### config.mk
export PLATFORM = sky130hd
export DESIGN_NAME = renkon_ctrl_chain
export DESIGN_NICKNAME = d
export VERILOG_FILES = /design/src/rtl/renkon_ctrl_pkg.sv /design/src/rtl/renkon_ctrl_delay.sv /design/src/rtl/renkon_ctrl_chain.sv
export SDC_FILE = /design/constraint.sdc
export NUM_CORES = 1
export LEC_CHECK = 0
export CAP_MARGIN = 25
export CORE_MARGIN = 8
export CORE_UTILIZATION = 39
export CTS_CLUSTER_SIZE = 40
export DETAILED_ROUTE_END_ITERATION = 8
export PLACE_DENSITY = 0.55
export SYNTH_ARGS = -nofsm -noshare
export SYNTH_HDL_FRONTEND = slang
export SYNTH_HIERARCHICAL = 1
export SYNTH_SLANG_ARGS = --single-unit
export TNS_END_PERCENT = 5
### constraint.sdc
create_clock -name clk -period 6 [get_ports clk]
set_input_delay 1.8 -clock clk [delete_from_list [all_inputs] [get_ports clk]]
set_output_delay 1.8 -clock clk [all_outputs]
set_load 0.03 [all_outputs]
### src/rtl/renkon_ctrl_pkg.sv
// Shared types for the renkon control-token chain: token struct, chain FSM states
// and the latency sanitising helper.
package renkon_ctrl_pkg;

  typedef struct packed {
    logic start;
    logic valid;
    logic stop;
  } ctrl_tok_t;

  typedef enum logic [1:0] {
    IDLE  = 2'd0,
    RUN   = 2'd1,
    DRAIN = 2'd2,
    DONE  = 2'd3
  } chain_state_t;

  // A programmed latency of 0 means 1 cycle; anything above latmax clamps to latmax.
  function automatic int sat_lat(input int lat, input int latmax);
    if (lat == 0) return 1;
    if (lat > latmax) return latmax;
    return lat;
  endfunction

endpackage

### src/rtl/renkon_ctrl_delay.sv
// Variable-depth (1..LATMAX) delay line for one start/valid/stop token with bypass.
// Entries past the selected tap are cleared so stale tokens can never reappear.
module renkon_ctrl_delay
  import renkon_ctrl_pkg::*;
#(
  parameter int LATMAX = 8,
  parameter int LATW   = $clog2(LATMAX + 1)
) (
  input  logic            clk,
  input  logic            xrst,
  input  logic            bypass_i,
  input  logic [LATW-1:0] lat_i,
  input  logic [2:0]      tok_i,
  output logic [2:0]      tok_o
);

  ctrl_tok_t sr_q [LATMAX];
  int        lat_eff;

  assign lat_eff = sat_lat(int'(lat_i), LATMAX);

  always_ff @(posedge clk) begin
    if (xrst) begin
      for (int k = 0; k < LATMAX; k++) sr_q[k] <= '0;
    end else begin
      sr_q[0] <= bypass_i ? '0 : ctrl_tok_t'(tok_i);
      for (int k = 1; k < LATMAX; k++) begin
        sr_q[k] <= (k < lat_eff) ? sr_q[k-1] : '0;
      end
    end
  end

  always_comb begin
    tok_o = tok_i;
    if (!bypass_i) begin
      tok_o = '0;
      for (int k = 0; k < LATMAX; k++) begin
        if (lat_eff == k + 1) tok_o = sr_q[k];
      end
    end
  end

endmodule

### src/rtl/renkon_ctrl_chain.sv
// Control-token chain through STAGES runtime-configurable delay stages with drain ack.
// Define RENKON_CHAIN_CNT_EN to add in/out token counters, the tok_cnt port and a count check.
//   state | meaning
//   IDLE  | waiting for in_start; live config steers the first token
//   RUN   | accepting valid/stop tokens every cycle
//   DRAIN | stop accepted, waiting for it at out_stop
//   DONE  | one-cycle ack
module renkon_ctrl_chain
  import renkon_ctrl_pkg::*;
#(
  parameter int STAGES = 4,
  parameter int LATMAX = 8,
  parameter int LATW   = $clog2(LATMAX + 1)
) (
  input  logic                   clk,
  input  logic                   xrst,
  input  logic                   in_start,
  input  logic                   in_valid,
  input  logic                   in_stop,
  input  logic [STAGES-1:0]      stage_en,
  input  logic [STAGES*LATW-1:0] stage_lat,
  output logic [STAGES-1:0]      stage_oe,
  output logic                   out_start,
  output logic                   out_valid,
  output logic                   out_stop,
  output logic                   busy,
  output logic                   ack,
  output logic                   err
`ifdef RENKON_CHAIN_CNT_EN
  ,
  output logic [15:0]            tok_cnt
`endif
);

  chain_state_t           state_q, state_d;
  logic [STAGES-1:0]      en_q, en_eff;
  logic [STAGES*LATW-1:0] lat_q, lat_eff;
  logic                   err_q, err_d;
  logic                   latch_cfg;
  logic                   cnt_mismatch;
  ctrl_tok_t              tok_in, out_q;
  ctrl_tok_t              chain_tok [STAGES+1];

`ifdef RENKON_CHAIN_CNT_EN
  logic [15:0] in_cnt_q, out_cnt_q;

  always_ff @(posedge clk) begin
    if (xrst) begin
      in_cnt_q  <= '0;
      out_cnt_q <= '0;
    end else if (latch_cfg) begin
      in_cnt_q  <= {15'd0, in_valid};
      out_cnt_q <= '0;
    end else begin
      if (tok_in.valid) in_cnt_q  <= in_cnt_q + 16'd1;
      if (out_q.valid)  out_cnt_q <= out_cnt_q + 16'd1;
    end
  end

  assign cnt_mismatch = (in_cnt_q != out_cnt_q);
  assign tok_cnt      = out_cnt_q;
`else
  assign cnt_mismatch = 1'b0;
`endif

  // The start token enters before the shadow registers load, so IDLE uses the live config.
  assign en_eff  = (state_q == IDLE) ? stage_en  : en_q;
  assign lat_eff = (state_q == IDLE) ? stage_lat : lat_q;

  always_comb begin
    state_d   = state_q;
    err_d     = err_q;
    latch_cfg = 1'b0;
    tok_in    = '0;
    case (state_q)
      IDLE: begin
        if (in_start) begin
          tok_in.start = 1'b1;
          tok_in.valid = in_valid;
          tok_in.stop  = in_stop;
          latch_cfg    = 1'b1;
          state_d      = in_stop ? DRAIN : RUN;
        end
      end
      RUN: begin
        tok_in.valid = in_valid;
        tok_in.stop  = in_stop;
        if (in_start) err_d = 1'b1;
        if (in_stop) state_d = DRAIN;
      end
      DRAIN: begin
        if (in_start || in_valid || in_stop) err_d = 1'b1;
        if (out_q.stop) state_d = DONE;
      end
      DONE: begin
        if (in_start || in_valid || in_stop || cnt_mismatch) err_d = 1'b1;
        state_d = IDLE;
      end
      default: state_d = IDLE;
    endcase
  end

  always_ff @(posedge clk) begin
    if (xrst) begin
      state_q <= IDLE;
      en_q    <= '0;
      lat_q   <= '0;
      err_q   <= 1'b0;
      out_q   <= '0;
    end else begin
      state_q <= state_d;
      err_q   <= err_d;
      out_q   <= chain_tok[STAGES];
      if (latch_cfg) begin
        en_q  <= stage_en;
        lat_q <= stage_lat;
      end
    end
  end

  assign chain_tok[0] = tok_in;

  for (genvar i = 0; i < STAGES; i++) begin : g_stage
    renkon_ctrl_delay #(
      .LATMAX(LATMAX),
      .LATW  (LATW)
    ) u_dly (
      .clk     (clk),
      .xrst    (xrst),
      .bypass_i(~en_eff[i]),
      .lat_i   (lat_eff[i*LATW +: LATW]),
      .tok_i   (chain_tok[i]),
      .tok_o   (chain_tok[i+1])
    );
  end

  always_comb begin
    stage_oe = '0;
    for (int i = 0; i < STAGES; i++) begin
      stage_oe[i] = en_eff[i] & chain_tok[i+1].valid;
    end
  end

  assign out_start = out_q.start;
  assign out_valid = out_q.valid;
  assign out_stop  = out_q.stop;
  assign busy      = (state_q != IDLE);
  assign ack       = (state_q == DONE);
  assign err       = err_q;

endmodule
-- Word level (Yosys, flattened, before mapping)
Memory sizes are Yosys's and may differ from the RTL's.
Index checks and enable logic that the tools add are counted.
- register bits: 26
- RAM bits: 96
- bits of input ports: 25
- output and inout port bits: 10
- memories: 4
- magnitude comparators: 32
- equal/unequal tests: 40
- muxes and demuxes: 146
- bitwise logic cells: 36
- reduce and logical (&&, ||, !) cells: 12
- memory list (memory ; depth ; bits a word ; rd ports ; clocked after Yosys merged registers in ; wr ports ; line ; source):
    g_stage[0].u_dly.sr_q ; 8 ; 3 ; 8 ; 0 ; 8 ; renkon_ctrl_delay.sv:17 ; ctrl_tok_t sr_q [LATMAX];
    g_stage[1].u_dly.sr_q ; 8 ; 3 ; 8 ; 0 ; 8 ; renkon_ctrl_delay.sv:17 ;
    g_stage[2].u_dly.sr_q ; 8 ; 3 ; 8 ; 0 ; 8 ; renkon_ctrl_delay.sv:17 ;
    g_stage[3].u_dly.sr_q ; 8 ; 3 ; 8 ; 0 ; 8 ; renkon_ctrl_delay.sv:17 ;
- operator list (operator ; number):
    $eq A32 B4 Y1 const B ; 16
    $lt A4 B32 Y1 const A ; 16
    $mux W3 ; 101
    $eq A32 B3 Y1 const B ; 8
    $lt A3 B32 Y1 const A ; 8
    $eq A32 B2 Y1 const B ; 4
    $eq A32 B5 Y1 const B ; 4
    $lt A2 B32 Y1 const A ; 4
    $mux W32 ; 4
    $mux W4 ; 9
    $or A1 B1 Y1 ; 32
    $mux W1 ; 24
    $gt A4 B4 Y1 const B ; 4
    $logic_not A4 Y1 ; 4
    $mux W16 ; 1
    $mux W2 ; 4
    $ne A2 B2 Y1 const B ; 4
    $pmux W2 S4 ; 1
    $reduce_and A3 Y1 ; 2
    $and A1 B1 Y1 ; 4
    $eq A2 B2 Y1 const B ; 2
    $pmux W2 S2 ; 1
    $reduce_bool A2 Y1 ; 2
    $eq A2 B1 Y1 const B ; 1
    5 further kinds ; 6

-- Logic depth before layout (Yosys ltp)
Gate-level depths: netlist (run 1).
- depth in word-level cells: 21
- depth in mapped cells: 17
- gate-level depth less buffers: 15

-- Modules after synthesis
The synthesis (run 1) kept the hierarchy.
- modules (own cells, without submodules) (module ; times used ; cells each ; area an instance (sq um) ; sequential area each (sq um)):
    renkon_ctrl_delay (g_stage[0].u_dly ...) ; 2 ; 95 ; 973.4 ; 480.5
    renkon_ctrl_chain ; 1 ; 154 ; 1347.5 ; 520.5
    renkon_ctrl_delay (g_stage[2].u_dly) ; 1 ; 103 ; 998.5 ; 480.5
    renkon_ctrl_delay (g_stage[1].u_dly) ; 1 ; 94 ; 908.4 ; 480.5

-- Least setup slack after synthesis (run 1)
Ideal clock, no wire load.
- path type: input to output
- start: input port stage_lat[2]
- end: output port stage_oe[3]
- arrival: 3.948 ns
- path slack: 0.252 ns
- cell stages on the path: 11
- buffers on the path: 0
- cells stage by stage: mux2_2 nor2_1 o2111ai_1 a21oi_1 o22ai_1 a31oi_1 o22ai_1 a31oi_1 o22ai_1 a21oi_1 nor2b_1
- RTL lines (element ; line ; source):
    start, declared ; renkon_ctrl_chain.sv:21 ; input logic [STAGES*LATW-1:0] stage_lat,
    end, declared ; renkon_ctrl_chain.sv:22 ; output logic [STAGES-1:0] stage_oe,

==> results of run 1 <==
[state kept, by name, indices dropped and copies added, names as in the netlist]
register	cells
out_valid	1
g_stage.u_dly/sr_q	96
out_stop	1
err	1
state_q	2
lat_q	16
en_q	4
out_start	1
[power groups by stage]
| stage | sequential, mW | clock, mW | combinational [mW] |
|---|---|---|---|
| 6_report | 0.937 | 1.03 | 1.54 |
| 5_1_grt | 0.946 | 1.09 | 1.68 |
| 4_1_cts | 0.936 | 1.05 | 1.47 |
| 3_5_place_dp | 0.950 | 0 | 1.39 |
| 3_3_place_gp | 0.950 | 0 | 1.37 |
| 2_1_floorplan | 0.959 | 0 | 0.970 |
[Yosys cell counts (2+ instances only)]
cell,count,area share [%]
dfxtp_1,122,47
and2_1,84,10
nand2_1,52,3.8
a21oi_1,45,4.3
nor2_1,26,1.9
mux2_2,25,5.4
o22ai_1,16,1.9
nor2b_1,13,1.6
nor3b_1,13,1.9
inv_1,12,0.87
mux2i_1,9,1.7
nand2b_1,9,1.1
o21ai_0,8,0.77
buf_6,7,1.5
a221oi_1,6,1.0
a22oi_1,6,0.87
buf_2,6,0.58
clkbuf_1,6,0.43
ha_1,6,1.4
nand3b_1,6,0.87
o2111ai_1,6,1.0
or3b_1,6,1.0
a31oi_1,5,0.60
buf_4,4,0.58
mux2_4,4,1.2
nand3_1,4,0.38
nor3_1,4,0.38
o22a_1,4,0.67
mux2_1,3,0.65
a21boi_0,2,0.29
a221oi_2,2,0.58
and2_2,2,0.29
buf_8,2,0.58
inv_2,2,0.14
o221a_2,2,0.43
or2_2,2,0.24
[cell usage in the layout, fill, tap and decap left out, types with 5 or more instances in the layout]
| master | n |
|---|---|
| ha_1 | 6 |
| mux2_4 | 13 |
| a21oi_1 | 43 |
| o21ai_0 | 7 |
| nor2_1 | 24 |
| and2_1 | 84 |
| mux2i_1 | 8 |
| mux2_2 | 19 |
| o2111ai_1 | 5 |
| nand3b_1 | 6 |
| nand2_1 | 51 |
| clkdlybuf4s50_1 | 22 |
| a221oi_1 | 5 |
| clkbuf_16 | 17 |
| a22oi_1 | 6 |
| nand2b_1 | 9 |
| dfxtp_1 | 122 |
| buf_4 | 42 |
| or3b_1 | 5 |
| o22ai_1 | 13 |
| inv_1 | 12 |
| nor2b_1 | 11 |
| nor3b_1 | 13 |
[per-layer routing]
metal,up-vias,global-route usage (%),wire (um)
met2,80,22.1,5550
met5,-,0,0
li1,2008,-,-
met3,18,4.84,560
met4,0,6.45,178
met1,1897,18.0,5850
[per-stage QoR]
step / instances / TNS, ns
3_5_place_dp: 765 / -0.717
6_report: 799 / 0
3_3_place_gp: 765 / -0.513
5_1_grt: 799 / -0.00840
2_1_floorplan: 541 / 0
4_1_cts: 798 / 0
[worst paths after layout]
path / from / endpoint / slack, ns / depth (start not counted)
hold reg to reg: g_stage[3].u_dly/sr_q[0][14]$_SDFF_PP0_ / g_stage[3].u_dly/sr_q[0][17]$_SDFF_PP0_ / 0.45 / 1
setup reg to reg: state_q[0]$_SDFFE_PP0P_ / out_start$_SDFF_PP0_ / 2.33 / 14
setup / recovery: stage_lat[4] / stage_oe[3] / 0.14 / 12
hold / removal: g_stage[3].u_dly/sr_q[0][14]$_SDFF_PP0_ / g_stage[3].u_dly/sr_q[0][17]$_SDFF_PP0_ / 0.45 / 1
[logic make-up after synthesis]
group           share of synthesized area [%]
mux                                      8.95
buf+inv                                  4.69
fa+ha+maj                                1.44
simple gates                             24.8
flops                                    47.0
compound gates                           13.2
[layout make-up]
class,instances,area share [%]
Clock inverter,7,1.70
Tap cell,176,3.32
Clock buffer,25,7.48
Multi-Input combinational cell,381,40.4
Sequential cell,122,36.9
Timing Repair Buffer,74,9.50
Inverter,14,0.793
[worst max-delay path, stage by stage]
cell,delay (ns)
clkdlybuf4s50_1,0.43
mux2_4,0.32
or2b_1,0.25
o21ai_1,0.16
o22a_1,0.20
a31oi_4,0.11
o22ai_2,0.22
a31oi_4,0.07
o22ai_2,0.17
a21oi_2,0.05
nor2b_4,0.14
buf_6,0.15
[repair_timing]
action / 4_1_cts / 5_1_grt
pin swaps: 8 / 6
buffers inserted: 1 / 0
cloned: 0 / 1
gates resized for setup: 28 / 20
hold buffers: 0 / 0
endpoints found under the hold margin: 0 / 0
endpoints found under the setup margin: 3 / 1
==> results.json, run 1 <==
{
  "pwr-share-clk_pct": 29.4,
  "ir_drop_mv": 0.260,
  "finClkSkew_ns": 0.0104,
  "fin_crit_sh_pct": 97.7,
  "p_per_area_mw_per_mm2": 529,
  "dr.pass1.iters": 4,
  "numClockSinks": 122,
  "seqPwrFrac_pct": 26.7,
  "fillerInstances": 1212,
  "clock_tree.buffer_depth": 2,
  "die_w_um": 131,
  "hpwl_mm": 8.46,
  "gr-total-overflow": 0,
  "async_flop_share_pct": 0,
  "finalSetupViolations": 0,
  "diodes": 0,
  "syn_inst": 541,
  "synth_seq_area_share_pct": 47.0,
  "multi_input_area_mm2": 0.00268,
  "grt_antenna_before_repair": 0,
  "crit_type": "input pin to output pin",
  "path_clk_slew_ns": 0.05,
  "grt_pass1_vias": 4068,
  "grt_max_degree": 48,
  "die_h_um": 131,
  "p_leak_nw": 2.70,
  "end_kind": "output pin",
  "initial_core_util_pct": 39.6,
  "synth.avg_cell_area_um2": 9.61,
  "min_period_ns": 5.86,
  "cp.required_ns": 4.20,
  "cts-buffers-inserted": 17,
  "io_pins": 35,
  "max_clock_freq_ghz": 0.171,
  "whs_ns": 0.449,
  "routed_via_density": 5.01,
  "layout_setup_ws_ns": 0.135,
  "wl_mm": 12.1,
  "gp_congestion": 0.826,
  "wire_per_inst_um": 15.2,
  "route.detailed.drc": 0,
  "status": "finished clean",
  "dr_total_vias": 4003,
  "synth-edff-count": 0,
  "syn-num-nets": 572,
  "drive_gt1_share_pct": 22.2,
  "p_int_mw": 2.29,
  "grt_first_pass_wirelength_mm": 20.0,
  "cp-start-kind": "input pin",
  "hold_viol": 0,
  "yosys.cell_types.count": 46,
  "p_sw_mw": 1.22,
  "p_total_mw": 3.50,
  "drt_iter0_drc": 308,
  "place_ws_ns": -0.454,
  "relSlewSlack_pct": 37.8,
  "ys_ff_latch": 122,
  "combPwrFrac_pct": 43.8,
  "area.sequential_mm2": 0.00244,
  "maxCapViolations": 0,
  "postLayoutCoreUtil_pct": 50.4,
  "area_growth_pct": 27.4,
  "crit_arrival_ns": 4.06,
  "nNetsFinal": 641,
  "synth_area_mm2": 0.00520,
  "cts-htree-levels": 4,
  "hp-class": "register to register",
  "fin_area_mm2": 0.00663,
  "port-buffer-count": 34,
  "cts_tree": "yes",
  "sw_frac_of_total_pct": 34.8,
  "ys_warn_count": 6,
  "fp-row-count": 42,
  "clock_latency_ns": 0.42,
  "cp_max_fo": 7,
  "die-area_mm2": 0.0173,
  "tightest_slew_ns": 0.933,
  "core_area_mm2": 0.0131,
  "ys.flop_type": "dfxtp_1",
  "root_buffer": "clkbuf_16",
  "place_area_mm2": 0.00585,
  "slew_viol_final": 0,
  "grt_usage_pct": 14.4,
  "drtAntennaViolNets": 0
}
(Power assumes the default switching activity.)
==> run 2: changes to the inputs <==
GPL_ROUTABILITY_DRIVEN = 0   (was default)
PLACE_DENSITY = default   (was 0.55)
==> results.json, run 2 (synthesized netlist as in run 1, its figures left out) <==
{
  "crit_family": "compound AO/OA/AOI/OAI gates",
  "io_pins": 35,
  "dr.pass1.iters": 4,
  "seqPwrFrac_pct": 26.7,
  "hpwl_mm": 8.41,
  "p_sw_mw": 1.25,
  "wl_mm": 12.3,
  "core_area_mm2": 0.0131,
  "drive_gt1_share_pct": 23.8,
  "combPwrFrac_pct": 44.9,
  "numClockSinks": 122,
  "layout_commonest_cell": "dfxtp_1",
  "clock_tree.buffer_depth": 2,
  "fin_area_mm2": 0.00666,
  "grt_first_pass_wirelength_mm": 20.1,
  "critPathSlowestCell": "clkdlybuf4s50_1",
  "cp.required_ns": 4.20,
  "drtAntennaViolNets": 0,
  "tightest_slew_ns": 0.717,
  "grt_antenna_before_repair": 0,
  "layout_common_cells": "dfxtp_1, and2_1, nand2_1, buf_4, a21oi_1",
  "finClkSkew_ns": 0.0124,
  "hold_viol": 0,
  "die_h_um": 131,
  "p_leak_nw": 2.73,
  "route.detailed.drc": 0,
  "pwr-share-clk_pct": 28.5,
  "slew_viol_final": 0,
  "cts_tree": "yes",
  "rsz0062_at_grt": "false",
  "diodes": 0,
  "largest_register_ffs": 96,
  "p_per_area_mw_per_mm2": 528,
  "die_w_um": 131,
  "cp_cell_sequence": "clkdlybuf4s50_1 -> mux2_4 -> buf_4 -> nor2_1 -> a22oi_2 -> a31oi_2 -> o22ai_1 -> a31oi_2 -> o22ai_2 -> a21oi_2 -> nor2b_4 -> buf_6",
  "crit_buf_inv": 3,
  "cts-buffers-inserted": 17,
  "hp-class": "register to register",
  "clock_latency_ns": 0.41,
  "gr-total-overflow": 0,
  "maxCapViolations": 0,
  "crit_type": "input pin to output pin",
  "status": "finished clean",
  "fp-row-count": 42,
  "regMostFlops": "g_stage.u_dly/sr_q",
  "ctsHoldBuffers": 0,
  "finalSetupViolations": 0,
  "drt_iter0_drc": 271,
  "grt_max_degree": 38,
  "p_total_mw": 3.52,
  "root_buffer": "clkbuf_16",
  "grt_usage_pct": 14.2,
  "slowest_delay_ns": 0.43,
  "min_period_ns": 5.87,
  "max_clock_freq_ghz": 0.170,
  "postLayoutCoreUtil_pct": 50.7,
  "cp_max_fo": 5,
  "sw_frac_of_total_pct": 35.5,
  "routed_via_density": 5.06,
  "ir_drop_mv": 0.223,
  "crit_top_cell": "a31oi_2",
  "crit_arrival_ns": 4.07,
  "path_clk_slew_ns": 0.06,
  "end_kind": "output pin",
  "place_area_mm2": 0.00583,
  "wire_per_inst_um": 15.2,
  "area_growth_pct": 28.0,
  "cp-start-kind": "input pin",
  "p_int_mw": 2.27,
  "nNetsFinal": 649,
  "dr_total_vias": 4080,
  "fin_crit_sh_pct": 97.9,
  "relSlewSlack_pct": 52.2,
  "die-area_mm2": 0.0173,
  "largest_registers": "g_stage.u_dly/sr_q (96), lat_q (16), en_q (4)",
  "port-buffer-count": 34,
  "cts-htree-levels": 4,
  "grt_pass1_vias": 4206,
  "initial_core_util_pct": 39.6
}
==> run 2: power groups by stage <==
stage	registers (mW)	logic (mW)	clock network, mW
floorplan	0.959	0.970	0
global placement	0.950	1.35	0
detailed placement	0.951	1.37	0
CTS	0.937	1.49	1.02
global route	0.947	1.71	1.06
finish	0.938	1.58	1.00
==> run 2: layout make-up <==
type | count | area, um2
Clock buffer | 21 | 470
Clock inverter | 10 | 119
Fill cell | 1149 | 6480
Inverter | 14 | 52.6
Multi-Input combinational cell | 380 | 2670
Sequential cell | 122 | 2440
Tap cell | 176 | 220
Timing Repair Buffer | 83 | 691
==> run 2: metrics by stage <==
step | hold slack, ns | worst slack (ns) | std cells | TNS (ns)
3_5_place_dp | 0.435 | -0.402 | 762 | -0.743
3_3_place_gp | 0.432 | -0.310 | 762 | -0.570
6_report | 0.446 | 0.127 | 806 | 0
5_1_grt | 0.458 | 0.0153 | 806 | 0
2_1_floorplan | 0.421 | 0.252 | 541 | 0
4_1_cts | 0.448 | 0.00753 | 802 | 0
==> run 2: worst reg2reg max path, cell delays in order, from the launching register on <==
cell and delay (ns):
dfxtp_1 0.32, inv_1 0.16, ha_1 0.20, buf_4 0.30
mux2_4 0.39, buf_4 0.15, buf_4 0.16, mux2_2 0.28
a221oi_1 0.35, a21oi_1 0.16, o22ai_1 0.19, a31oi_1 0.10
o221ai_1 0.21, o22ai_1 0.15, o22ai_1 0.19, a21oi_1 0.06
nor2b_1 0.14
==> run 2: timing repair <==
item / CTS / global route
pin swaps: 8 / 8
buffers inserted: 9 / 4
setup endpoints to repair: 3 / 2
resized for setup: 29 / 21
==> run 2: layer usage <==
layer	global-route usage, %	vias to the layer above	share of wire [%]
li1	-	2021	-
met1	16.7	1971	47
met2	23.0	67	48
met3	3.85	21	3.7
met4	7.85	0	2.1
met5	0	-	0
==> run 2: final timing paths <==
kind	start	end	slack, ns	cells past startpoint
min reg2reg	g_stage[0].u_dly/sr_q[0][14]$_SDFF_PP0_	g_stage[0].u_dly/sr_q[0][17]$_SDFF_PP0_	0.45	1
max reg2reg	state_q[0]$_SDFFE_PP0P_	out_start$_SDFF_PP0_	2.37	16
max	stage_lat[4]	stage_oe[3]	0.13	12
min	g_stage[0].u_dly/sr_q[0][14]$_SDFF_PP0_	g_stage[0].u_dly/sr_q[0][17]$_SDFF_PP0_	0.45	1
==> run 3: changes to the inputs <==
GPL_TIMING_DRIVEN = 0   (was default)
==> results.json, run 3 (synthesized netlist as in run 1, its figures left out) <==
{
  "clock_latency_ns": 0.42,
  "slew_viol_final": 0,
  "layout_common_cells": "dfxtp_1, and2_1, nand2_1",
  "cp-start-kind": "input pin",
  "drive_gt1_share_pct": 21.5,
  "whs_ns": 0.448,
  "drt_iter0_drc": 284,
  "root_buffer": "clkbuf_16",
  "cp.required_ns": 4.20,
  "hp-class": "register to register",
  "crit_type": "input pin to output pin",
  "fillerInstances": 1177,
  "crit_arrival_ns": 4.07,
  "grt_first_pass_wirelength_mm": 20.3,
  "initial_core_util_pct": 39.6,
  "end_kind": "output pin",
  "hold_viol": 0,
  "tightest_slew_ns": 0.581,
  "cts-buffers-inserted": 17,
  "core_area_mm2": 0.0131,
  "status": "finished clean",
  "route.detailed.drc": 0,
  "fin_crit_sh_pct": 97.9,
  "maxCapViolations": 0,
  "path_clk_slew_ns": 0.05,
  "grt_usage_pct": 14.6,
  "p_leak_nw": 2.71,
  "cp_max_fo": 5,
  "dr.pass1.iters": 5,
  "largest_register_ffs": 96,
  "grt_antenna_before_repair": 0,
  "ir_drop_mv": 0.236,
  "drtAntennaViolNets": 0,
  "nNetsFinal": 636,
  "finalSetupViolations": 0,
  "wl_mm": 12.2,
  "grt_max_degree": 17,
  "die-area_mm2": 0.0173,
  "layout_commonest_cell": "dfxtp_1",
  "dr_total_vias": 3928,
  "port-buffer-count": 33,
  "p_per_area_mw_per_mm2": 530,
  "ctsHoldBuffers": 0,
  "die_w_um": 131,
  "gr-total-overflow": 0,
  "largest_registers": "g_stage.u_dly/sr_q (96), lat_q (16), en_q (4)",
  "regMostFlops": "g_stage.u_dly/sr_q",
  "fp-row-count": 42,
  "die_h_um": 131,
  "wire_per_inst_um": 15.4,
  "cts-htree-levels": 4,
  "final_cell_count_no_fill": 794,
  "min_period_ns": 5.87,
  "relSlewSlack_pct": 60.2,
  "diodes": 0,
  "io_pins": 35,
  "area_growth_pct": 28.1,
  "grt_pass1_vias": 4091,
  "hpwl_mm": 8.47,
  "max_clock_freq_ghz": 0.170,
  "numClockSinks": 122,
  "postLayoutCoreUtil_pct": 50.7,
  "cts_tree": "yes",
  "finClkSkew_ns": 0.0101,
  "dp_cells": 750,
  "clock_tree.buffer_depth": 2,
  "routed_via_density": 4.95
}
-- run 3: critical path, cell delays in order --
cell and delay, ns:
dlygate4sd2_1 0.24, mux2_4 0.32, or2_4 0.29, a221oi_4 0.20, a21oi_2 0.13, o22ai_2 0.20, a31oi_4 0.06, o22ai_2 0.23
a31oi_4 0.07, o22ai_2 0.18, a21oi_2 0.05, nor2b_4 0.13, buf_6 0.16
-- run 3: final timing paths --
kind | from | to | slack [ns] | cells past startpoint
max | stage_lat[3] | stage_oe[3] | 0.13 | 13
min | g_stage[0].u_dly/sr_q[0][14]$_SDFF_PP0_ | g_stage[0].u_dly/sr_q[0][17]$_SDFF_PP0_ | 0.45 | 1
max reg2reg | state_q[0]$_SDFFE_PP0P_ | out_start$_SDFF_PP0_ | 2.55 | 16
min reg2reg | g_stage[0].u_dly/sr_q[0][14]$_SDFF_PP0_ | g_stage[0].u_dly/sr_q[0][17]$_SDFF_PP0_ | 0.45 | 1
-- run 3: through the flow --
step / TNS [ns] / power (mW) / setup slack (ns) / instance area [um2]
2_1_floorplan: 0 / 1.93 / 0.252 / 5200
3_3_place_gp: -3.15 / 2.24 / -1.25 / 5750
3_5_place_dp: -3.27 / 2.26 / -1.30 / 5750
4_1_cts: -0.0400 / 3.46 / -0.0400 / 6550
5_1_grt: -0.00407 / 3.73 / -0.00407 / 6660
6_report: 0 / 3.53 / 0.128 / 6660
-- run 3: layout make-up --
cell class	instances	area, um2	area share [%]
Buffer	24	193	2.89
Clock buffer	21	480	7.21
Clock inverter	11	141	2.12
Inverter	14	52.6	0.789
Multi-Input combinational cell	380	2700	40.6
Sequential cell	122	2440	36.7
Tap cell	176	220	3.31
Timing Repair Buffer	46	429	6.44
-- run 3: layer usage --
layer	up-vias	track usage, %	share of wire, %
li1	1995	-	-
met1	1857	17.8	48
met2	66	23.2	47
met3	10	4.42	3.5
met4	0	6.70	1.4
met5	-	0	0
-- run 3: repair_timing --
| item | CTS | global route |
|---|---|---|
| resized for setup | 48 | 26 |
| setup buffers | 8 | 5 |
| pin swaps | 8 | 10 |
| setup endpoints to repair | 4 | 2 |
-- run 3: where the power goes --
| group | switching [mW] | total, mW | leakage, nW | internal (mW) |
|---|---|---|---|---|
| combinational | 0.843 | 1.54 | 1.42 | 0.696 |
| sequential | 0.0435 | 0.937 | 0.989 | 0.893 |
| clock | 0.363 | 1.06 | 0.301 | 0.694 |
